--- config.mk ---
export PLATFORM = sky130hd
export DESIGN_NAME = impor_host
export DESIGN_NICKNAME = d
export VERILOG_FILES = /design/src/rtl/impor_host.sv
export SDC_FILE = /design/constraint.sdc
export NUM_CORES = 1
export LEC_CHECK = 0
export CAP_MARGIN = 20
export CORE_MARGIN = 5
export CORE_UTILIZATION = 45
export DETAILED_ROUTE_END_ITERATION = 10
export GPL_ROUTABILITY_DRIVEN = 0
export PLACE_DENSITY = 0.71
export SYNTH_ARGS = -nofsm -noshare
export SYNTH_HDL_FRONTEND = slang
export SYNTH_SLANG_ARGS = --single-unit
export TNS_END_PERCENT = 50
--- constraint.sdc ---
create_clock -name clk -period 1.8 [get_ports clk]
set_clock_uncertainty 0.1 [all_clocks]
set_input_delay 0.27 -clock clk [delete_from_list [all_inputs] [get_ports clk]]
set_output_delay 0.27 -clock clk [all_outputs]
set_load 0.05 [all_outputs]
--- src/rtl/impor_host.sv ---
// impor_host -- host-side driver for the 3x3 grid-transform engine.
//
// Latches one grid (nine 3-bit cells) plus a command list, streams the grid
// and the commands to the engine, then gathers the nine returned cells into
// a 27-bit result word.
//
// Ports:
//   clk, rst_n        clock (rising edge), asynchronous active-low reset
//   start             request a transaction (sampled only in IDLE)
//   grid_in[26:0]     cell k = grid_in[3k+2:3k], row-major, k=0 top-left
//   cmd_list          command j = cmd_list[3j+2:3j]
//   cmd_cnt[3:0]      number of commands, clamped to MAX_CMDS
//   dev_in/dev_mode/dev_in_valid   serial stream towards the engine
//   dev_ready         engine ready to accept a grid
//   dev_out/dev_out_valid          result cells from the engine
//   busy, done, result, err_timeout  status / result towards the user
//
// Optional build macro IMPOR_HOST_CHECK_EN adds an internal golden model
// with outputs mismatch and exp_result.
//
// State   | meaning
// IDLE      waiting for start
// WAIT_RDY  waiting for dev_ready (timeout guarded)
// SEND_GRID cells 1..8 on the wire (cell 0 launched from WAIT_RDY)
// SEND_CMD  one command per cycle
// SEND_END  mode-0 terminator
// COLLECT   gathering nine result cells (timeout guarded)
// DONE      done pulse cycle; start is ignored here
module impor_host #(
  parameter int MAX_CMDS = 8,
  parameter int TIMEOUT  = 64
) (
  input  logic                  clk,
  input  logic                  rst_n,
  input  logic                  start,
  input  logic [26:0]           grid_in,
  input  logic [3*MAX_CMDS-1:0] cmd_list,
  input  logic [3:0]            cmd_cnt,
  output logic [2:0]            dev_in,
  output logic [2:0]            dev_mode,
  output logic                  dev_in_valid,
  input  logic                  dev_ready,
  input  logic [2:0]            dev_out,
  input  logic                  dev_out_valid,
  output logic                  busy,
  output logic                  done,
  output logic [26:0]           result,
  output logic                  err_timeout
`ifdef IMPOR_HOST_CHECK_EN
  ,
  output logic                  mismatch,
  output logic [26:0]           exp_result
`endif
);

  localparam int TW = $clog2(TIMEOUT + 1);

  typedef enum logic [2:0] {
    IDLE, WAIT_RDY, SEND_GRID, SEND_CMD, SEND_END, COLLECT, DONE
  } state_t;

  state_t        state;
  logic [26:0]   grid_q;
  logic [26:0]   stage;
  logic [2:0]    cmd_q [16];
  logic [3:0]    idx;
  logic [3:0]    cidx;
  logic [3:0]    cidx_nx;
  logic [TW-1:0] tmr;
  logic [47:0]   cmd_pad;
  logic [3:0]    cnt_c;
  logic [2:0]    cell_sel;
  logic [26:0]   stage_nx;

  // Commands are held in a 16-deep table; slots at or beyond the clamped
  // count are zero, so a zero entry is the single end-of-list condition.
  assign cmd_pad = 48'(cmd_list);
  assign cnt_c   = (cmd_cnt > 4'(MAX_CMDS)) ? 4'(MAX_CMDS) : cmd_cnt;
  assign cidx_nx = cidx + 4'd1;

  always_comb begin
    cell_sel = 3'd0;
    stage_nx = stage;
    for (int k = 0; k < 9; k++) begin
      if (idx == 4'(k)) begin
        cell_sel = grid_q[3*k +: 3];
        stage_nx[3*k +: 3] = dev_out;
      end
    end
  end

`ifdef IMPOR_HOST_CHECK_EN
  function automatic logic [26:0] xform(input logic [26:0] g, input logic [2:0] op);
    logic [2:0]  o [9];
    logic [2:0]  n [9];
    logic [26:0] p;
    for (int k = 0; k < 9; k++) o[k] = g[3*k +: 3];
    n = o;
    case (op)
      3'd1: for (int r = 0; r < 3; r++) begin
        n[3*r]   = o[3*r+2];
        n[3*r+2] = o[3*r];
      end
      3'd2: for (int c = 0; c < 3; c++) begin
        n[c]   = o[c+6];
        n[c+6] = o[c];
      end
      3'd3: begin
        n[0] = o[2]; n[1] = o[5]; n[2] = o[8]; n[3] = o[1];
        n[5] = o[7]; n[6] = o[0]; n[7] = o[3]; n[8] = o[6];
      end
      3'd4: begin
        n[0] = o[6]; n[1] = o[3]; n[2] = o[0]; n[3] = o[7];
        n[5] = o[1]; n[6] = o[8]; n[7] = o[5]; n[8] = o[2];
      end
      3'd5, 3'd6, 3'd7: for (int k = 0; k < 9; k++) begin
        if ((k % 3) == (int'(op) - 5) && o[k] != 3'd7) n[k] = o[k] + 3'd1;
      end
      default: ;
    endcase
    p = '0;
    for (int k = 0; k < 9; k++) p[3*k +: 3] = n[k];
    return p;
  endfunction
`endif

  always_ff @(posedge clk or negedge rst_n) begin
    if (!rst_n) begin
      state        <= IDLE;
      grid_q       <= '0;
      stage        <= '0;
      idx          <= '0;
      cidx         <= '0;
      tmr          <= '0;
      dev_in       <= '0;
      dev_mode     <= '0;
      dev_in_valid <= 1'b0;
      busy         <= 1'b0;
      done         <= 1'b0;
      result       <= '0;
      err_timeout  <= 1'b0;
      for (int j = 0; j < 16; j++) cmd_q[j] <= '0;
`ifdef IMPOR_HOST_CHECK_EN
      mismatch     <= 1'b0;
      exp_result   <= '0;
`endif
    end else begin
      done        <= 1'b0;
      err_timeout <= 1'b0;
      case (state)
        IDLE: if (start) begin
          grid_q <= grid_in;
          for (int j = 0; j < 16; j++)
            cmd_q[j] <= (4'(j) < cnt_c) ? cmd_pad[3*j +: 3] : 3'd0;
          busy  <= 1'b1;
          tmr   <= TW'(TIMEOUT);
          stage <= '0;
          idx   <= '0;
          cidx  <= '0;
          state <= WAIT_RDY;
`ifdef IMPOR_HOST_CHECK_EN
          exp_result <= grid_in;
          mismatch   <= 1'b0;
`endif
        end
        WAIT_RDY: begin
          if (dev_ready) begin
            // Cell 0 goes out on the transition edge so the grid starts
            // the cycle SEND_GRID is entered.
            dev_in       <= grid_q[2:0];
            dev_in_valid <= 1'b1;
            idx          <= 4'd1;
            state        <= SEND_GRID;
          end else if (tmr == TW'(1)) begin
            err_timeout <= 1'b1;
            busy        <= 1'b0;
            state       <= IDLE;
          end else begin
            tmr <= tmr - TW'(1);
          end
        end
        SEND_GRID: begin
          dev_in <= cell_sel;
          idx    <= idx + 4'd1;
          if (idx == 4'd8) state <= (cmd_q[0] == 3'd0) ? SEND_END : SEND_CMD;
        end
        SEND_CMD: begin
          dev_in       <= '0;
          dev_in_valid <= 1'b0;
          dev_mode     <= cmd_q[cidx];
          cidx         <= cidx_nx;
`ifdef IMPOR_HOST_CHECK_EN
          exp_result   <= xform(exp_result, cmd_q[cidx]);
`endif
          if (cmd_q[cidx_nx] == 3'd0) state <= SEND_END;
        end
        SEND_END: begin
          dev_in       <= '0;
          dev_in_valid <= 1'b0;
          dev_mode     <= '0;
          idx          <= '0;
          tmr          <= TW'(TIMEOUT);
          state        <= COLLECT;
        end
        COLLECT: begin
          if (dev_out_valid) begin
            stage <= stage_nx;
            idx   <= idx + 4'd1;
            tmr   <= TW'(TIMEOUT);
            if (idx == 4'd8) begin
              result <= stage_nx;
              done   <= 1'b1;
              busy   <= 1'b0;
              state  <= DONE;
`ifdef IMPOR_HOST_CHECK_EN
              mismatch <= (stage_nx != exp_result);
`endif
            end
          end else if (tmr == TW'(1)) begin
            err_timeout <= 1'b1;
            busy        <= 1'b0;
            state       <= IDLE;
          end else begin
            tmr <= tmr - TW'(1);
          end
        end
        DONE:    state <= IDLE;
        default: state <= IDLE;
      endcase
    end
  end

endmodule

-- After elaboration in Yosys (flattened, before gate mapping)
Index checks and enable logic that the tools add are counted.
- bits in registers: 133
- $add $sub $neg: 3
- order comparisons: 11
- reduce and logical (&&, ||, !) cells: 23
- muxes and demuxes: 73
- equality and inequality tests: 21
- bitwise gates (word level): 2
- operators with widths (kind ; count):
    3-bit two-way mux ; 39
    27-bit two-way mux ; 2
    27-bit case mux with 2 select lines ; 1
    7-bit two-way mux ; 4
    7-bit case mux with 4 select lines ; 1
    3-bit binary-select mux with 4-bit select ; 2
    4-bit case mux with 5 select lines ; 1
    3-bit case mux with 6 select lines ; 1
    4-bit by 3-bit == test with 1-bit output, second input constant ; 4
    3-bit by 4-bit < comparator with 1-bit output, first input constant ; 4
    4-bit two-way mux ; 4
    1-bit two-way mux ; 12
    2-bit inequality test, second input constant ; 6
    4-bit AND reduction ; 3
    5-bit greater-or-equal comparator, second input constant ; 2
    4-bit NOT with 5-bit output ; 2
    3-bit zero test ; 3
    3-bit case mux with 3 select lines ; 1
    3-bit AND reduction ; 3
    4-bit by 1-bit adder with 4-bit output, second input constant ; 2
    4-bit by 2-bit == test with 1-bit output, second input constant ; 2
    1-bit by 4-bit < comparator with 1-bit output, first input constant ; 2
    2-bit by 4-bit < comparator with 1-bit output, first input constant ; 2
    4-bit case mux with 2 select lines ; 1
    19 further kinds ; 29

-- Depth between registers and ports, before layout
- word-level depth: 11
- gate-level depth with buffers: 9

-- Least setup slack after synthesis
OpenSTA, ideal clock, no wires.
- path kind: register to register
- start: reg idx[0]
- end: reg dev_in[0]
- stages on the path, launching flop included: 8
- slack: -0.238 ns
- arrival: 1.856 ns
- data required time: 1.618 ns
- buffers on the path: 1
- cell sequence: dfrtp_1 -> ha_1 -> buf_6 -> nor3b_1 -> nand3_1 -> a221o_1 -> a211o_1 -> a31oi_1
- longest elaborated chain between the ends: 11
- elaborated cells between the ends (all ways): 19
- ends and longest elaborated chain (element ; RTL line ; RTL):
    start: declaration ; 66 ; logic [3:0] idx;
    start signal: assignment ; 184 ; idx <= idx + 4'd1;
    start signal: assignment ; 208 ; idx <= idx + 4'd1;
    4-bit zero test ; 85 ; if (idx == 4'(k)) begin
    3-bit two-way mux (8 in series) ; 85 ;
    3-bit two-way mux * ; 85 ;
    3-bit case mux with 3 select lines * ; 150 ; case (state)
    end signal: assignment ; 170 ; dev_in <= grid_q[2:0];
    end signal: assignment ; 183 ; dev_in <= cell_sel;
    end: declaration ; 39 ; output logic [2:0] dev_in,
Mark *: on every way between the ends. The rest lies on a longest branch, timed or not.
A chain may end at the register's enable or synchronous reset.

-- Worst setup path after layout
- start: reg idx[1]
- end: reg dev_in[2]
The elaborated chain is that of the path after synthesis.

==> flow_summary.toml <==
[power_and_ir_drop]
p_seq_frac = 0.295
p_int_mw = 9.78
sw_frac_of_total = 0.360
power_leakage_nw = 4.40
switching_power_mw = 5.50
clkPwrFrac = 0.261
irDropWorstVdd_mv = 1.09
pwr-share-comb = 0.444
total_power_mw = 15.3
p_per_area_nw_per_um2 = 1580

[setup_path]
critPathMaxFanout = 10
crit_path_cell_trace = "inv_2, ha_4, nand3b_1, a221o_1, a221o_1, a211o_1, a31oi_1"
slowest_delay_ns = 0.40
crit_path_frequent_cell = "a221o_1"
worstPathRequired_ns = 2.04
critical_path_arrival_ns = 2.29
reg2regPathDepth = 7
crit_type = "reg2reg"
cp-end-kind = "register"
startpoint_type = "register"
worst_path_max_delay_cell = "dfrtp_1"

[finish]
drive_above_1_share = 0.322
area_growth_pct = 49.9
multi_input_area_um2 = 3370
seq_area_um2 = 3260
diodes = 0
utilization = 0.692
fin_area_um2 = 9650
n_fill_cell = 1005
final_common_cell = "nand2_1"
final_cell_mix = "149 x nand2_1, 127 x dfrtp_1, 112 x buf_4"
nNetsFinal = 941

[route]
wl_mm = 18.9
vias = 5966
ant_nets = 0
drt_iter0_drc = 464
viasPerCell = 5.61
dr.pass1.iters = 7
drc_errors = 0
wire_per_inst_um = 17.7

[synth]
synth_top_area_frac = 0.505
yosysTopAreaCell = "dfrtp_1"
async_flop_share = 1.00
syn_area_um2 = 6440
synthFlopType = "dfrtp_1"
ys_types = 55
synth_area_per_cell_um2 = 9.31
synth_area_leaders = "dfrtp_1 51%, nand2_1 10%, o21ai_0 6.5%, mux2i_1 4.7%, a22o_1 2.4%"
syn_nets = 761
ys_seq_area_frac = 0.505
syn-instance-count = 691
synth_edf_count = 0
ys_seq_elements = 130
yosysWarnings = 0

[clocking]
clk-insertion-delay-late_ns = 0.42
cts-root-buf = "clkbuf_16"
clkTransAtPathRegs_ns = 0.06
ctsLongestPathBuffers = 2
cts.sinks = 130
h-tree-depth = 4
cts_buffers = 17
cts_tree = "done"

[placement]
port_buffers = 99
hpwl_mm = 12.2
placed_area_um2 = 8090

[die]
dieWidth_um = 130
start_util = 0.462
ios = 100
die_h_um = 130
num_rows = 43
core_um2 = 13900
die_area_um2 = 16800

[timing]
rsz0062_at_grt = "true"
setup_violations = 45
drv_slew = 0
finalCriticalPeriod_ns = 2.05
slew_headroom = 0.670
hold_violations = 0
fmax_mhz = 488
hold_ws_ns = 0.162
fin_crit_sh = 1.14
worst_slack_ns = -0.248
worst_slew_pin_slew_ns = 0.491

[global_routing]
grt_antenna_before_repair = 0
grtUsageTotal = 0.216
grt_max_degree = 43
first_global_vias = 5982
gr-total-overflow = 0
grt_pass1_wl_mm = 28.8

[status]
outcome = "finished, violations left"
violations = "setup timing"

[min_path]
min_path_type = "in2async"

[job]
drv_cap = 0
critical path: cells and delay by family (launching register included):
| family | cells | cell delay [ns] |
|---|---|---|
| AO/OA/AOI/OAI | 4 | 1.00 |
| adder cells (fa/ha/maj) | 1 | 0.20 |
| buffers and inverters | 1 | 0.08 |
| flip-flops | 1 | 0.40 |
| AND/OR/NAND/NOR | 1 | 0.19 |
timing repair:
item,4_1_cts,5_1_grt
setup endpoints to repair,81,81
setup buffers,3,21
gates resized for setup,32,127
hold endpoints to repair,130,0
pin swaps,11,48
cloned,3,6
hold buffers,1,0
cell families (layout without fill, tap and decap cells):
logic type / count (synthesis) / after routing / synth area share
simple gates: 285 / 285 / 0.205
fa+ha+maj: 7 / 7 / 0.0136
buf+inv: 61 / 254 / 0.0432
mux: 40 / 40 / 0.0746
flops: 130 / 130 / 0.505
compound gates: 166 / 166 / 0.156
xor+xnor: 2 / 2 / 0.00272
registers in the layout (all words and copies together) (netlist names), 4 cells and up:
| register | count |
|---|---|
| tmr | 7 |
| cmd_q | 24 |
| cidx | 4 |
| stage | 24 |
| idx | 4 |
| grid_q | 27 |
| result | 27 |
Yosys cell counts (7+ instances only):
master	instances
nand2_1	172
dfrtp_1	130
o21ai_0	84
mux2i_1	30
clkbuf_1	28
nor2_1	25
a21oi_1	21
a22o_1	18
nand3_1	18
buf_2	15
inv_1	13
nor3_1	12
o21ai_1	10
a221o_1	7
ha_1	7
nand2b_1	7
nor4_1	7
worst paths after layout:
| kind | start | to | slack [ns] |
|---|---|---|---|
| worst max-delay path | idx[1] | dev_in[2] | -0.25 |
| worst min-delay path | rst_n | result[14] | 0.16 |
| worst max register to register | idx[1] | dev_in[2] | -0.25 |
| worst min register to register | grid_q[17] | grid_q[17] | 0.38 |
| max in group asynchronous | rst_n | grid_q[6] | 0.88 |
| min in group clk | grid_in[21] | grid_q[21] | 0.28 |
power groups by stage:
| stage | Sequential [mW] | Clock [mW] | Combinational (mW) |
|---|---|---|---|
| floorplan | 4.58 | 0 | 3.39 |
| global placement | 4.41 | 0 | 5.38 |
| detailed placement | 4.44 | 0 | 5.55 |
| CTS | 4.44 | 4.01 | 5.79 |
| global route | 4.60 | 4.18 | 7.34 |
| finish | 4.51 | 3.99 | 6.79 |
final cells by class:
class,instances,area share
Sequential cell,130,0.338
Inverter,13,0.00532
Timing Repair Buffer,209,0.214
Clock inverter,13,0.0237
Tap cell,180,0.0233
Clock buffer,19,0.0470
Multi-Input combinational cell,500,0.349
stage by stage:
step / setup TNS (ns) / worst slack, ns / std cells
floorplan: -1.01 / -0.181 / 691
global placement: -27.20 / -0.462 / 998
detailed placement: -29.96 / -0.500 / 998
CTS: -2.07 / -0.250 / 1037
global route: -8.44 / -0.335 / 1064
finish: -5.16 / -0.248 / 1064
layer usage:
layer  GRT usage  part of all wire  routed length [um]
met4      0.0911             0.028                 523
met2       0.356              0.50                9530
met3      0.0519             0.057                1070
met1       0.274              0.41                7760
met5           0                 0                   0
No activity file was read; power rests on OpenSTA's default activity.
==> RTL change: new RTL, same flow settings <==
Encoding of `state_t`: now Gray code (3 bits for 7 states).
--- a/src/rtl/impor_host.sv
+++ b/src/rtl/impor_host.sv
@@ -57,5 +57,5 @@
 
   typedef enum logic [2:0] {
-    IDLE, WAIT_RDY, SEND_GRID, SEND_CMD, SEND_END, COLLECT, DONE
+    IDLE = 3'b000, WAIT_RDY = 3'b001, SEND_GRID = 3'b011, SEND_CMD = 3'b010, SEND_END = 3'b110, COLLECT = 3'b111, DONE = 3'b101
   } state_t;
 
Behaviour: no difference found for any inputs over 10 cycles, from zero or initial values and one cycle with rst_n low; not proved beyond that.
==> RTL change against the unedited design <==
The flow still finishes with violations (setup timing). Power up 0.52%. Setup slack better by 0.14 ns. Sequential cell count is the same. Routed wire length shrank 7.1%. Synthesized area down 0.78%. Global-route usage fell by 0.75 points. Final area is 3.9% lower. Count of clock-buffer cells in the layout is 2 lower. Critical path type unchanged. Critical endpoint is now dev_in[0].
==> RTL change: results (changes against the unedited design) <==
metric;value;unit;change
first-pass GRT wire length;27800;um;-3.4%
# fillers;1054;;+4.9%
HPWL after detailed placement;11900;um;-2.8%
YS warnings;0;;unchanged
Final WS setup;-0.106;ns;+0.142 ns
worst hold-check path type;in2reg;;
number of global-route vias before repair;5661;;-5.4%
Setup TNS;-0.651;ns;+4.51 ns
Routed WL per cell;17.5;um;-1.2%
ratio of cells with drive above 1 in the final layout;32.3;%;+0.038 points
synth unique cells;64;;+16%
Commonest cells post-synth;nand2_1, dfrtp_1, o21ai_0;;
final setup vio count;17;;-62%
worst skew pair latency;0.43;ns;
dpl ws;-0.212;ns;+0.288 ns
CTS clk-pin slew, worst paths;0.06;ns;about the same
VDD IR max;0.770;mV;-29%
via count;5609;;-6.0%
H-Tree Depth;4;;unchanged
Rel. slew slack;63.0;%;-4.0 points
1st-iter DRT viols;368;;-21%
cells after synthesis;630;;-8.8%
largest net degree at the start of global routing;88;;+100%
status;finished, violations left;;
Tot GR Track Use;20.9;%;-0.75 points
Final nets;878;;-6.7%
Cells after DPL;947;;-5.1%
Mapped Nets;700;;-8.0%
main area contributors after synthesis;dfrtp_1, nand2_1, mux2i_1;;
failing checks;setup timing;;
DR pass1 iterations;5;;-2
Crit Path Max Fanout;5;;-5
Total Routed Length;17600;um;-7.1%
leakage power;4.25;nW;-3.4%
register area share after synthesis;50.9;%;+0.40 points
CP Data Arrival Time;2.11;ns;-0.18 ns
[RTL change: changes by cell type after synthesis, sizes merged, moves of 5 or more]
cell / unedited run / this run
a21oi: 21 / 8
clkbuf: 28 / 23
nand2: 173 / 137
nor2: 28 / 17
o21ai: 94 / 56
o221ai: 0 / 5
o22ai: 0 / 6
o2bb2ai: 0 / 26
[RTL change: power breakdown]
part | switching (W) | total (W) | internal [W]
Clock | 0.00137 | 0.00327 | 0.00190
Sequential | 0.000880 | 0.00481 | 0.00393
Combinational | 0.00374 | 0.00728 | 0.00355
Total | 0.00599 | 0.0154 | 0.00938
[RTL change: worst paths after layout]
path                             from         end  slack, ns  depth (start not counted)
min reg2reg                grid_q[19]  grid_q[19]       0.38                          2
max                            idx[0]   dev_in[0]      -0.11                          6
min                        grid_in[4]   grid_q[4]       0.27                          3
min in group asynchronous       rst_n  result[11]       0.32                          3
max reg2reg                    idx[0]   dev_in[0]      -0.11                          6
max in group asynchronous       rst_n  result[24]       0.82                          3
[RTL change: per-stage QoR]
step                      total power (W)  area [um2]
after global placement             0.0108        7980
after global routing               0.0162        9270
final                              0.0154        9270
after floorplan                   0.00874        6390
after CTS                          0.0146        8690
after detailed placement           0.0111        7980
[RTL change: cells by family after synthesis]
group | Yosys count | synth area share, %
and+or+nand+nor | 233 | 17.4
buffers and inverters | 54 | 3.57
muxes | 39 | 7.37
xor gates and xnor gates | 2 | 0.274
adders and majority gates | 7 | 1.37
AOI/OAI and AO/OA | 165 | 19.0
DFF | 130 | 50.9
[RTL change: final cells by class]
type | instances | area share (%)
well taps | 180 | 2.43
clock buffers | 17 | 4.59
multi-input cells | 446 | 35.5
inverters | 13 | 0.580
clock inverters | 15 | 1.43
repair buffers | 200 | 20.3
flip-flops and latches | 130 | 35.2
[RTL change: per-layer routing]
layer  wire, um  vias to the layer above  GRT usage, %
met4        336                        0          7.41
met3        855                       26          4.74
met2       8740                      176          34.6
met5          0                        -             0
met1       7620                     2770          27.1
li1           -                     2637             -
[RTL change: worst max-delay path, cell delays in order, from the launching register on]
cell      delay (ns)
dfrtp_2         0.47
ha_4            0.21
buf_4           0.14
nor2b_4         0.16
a211oi_2        0.08
o311a_1         0.29
a222oi_1        0.34
[RTL change: what timing repair did]
| action | in CTS | in global routing |
|---|---|---|
| setup buffers | 3 | 11 |
| cloned | 1 | 6 |
| hold endpoints to repair | 130 | 0 |
| endpoints found under the setup margin | 37 | 91 |
| hold buffers | 1 | 0 |
| pin swaps | 4 | 36 |
| gates resized for setup | 27 | 103 |
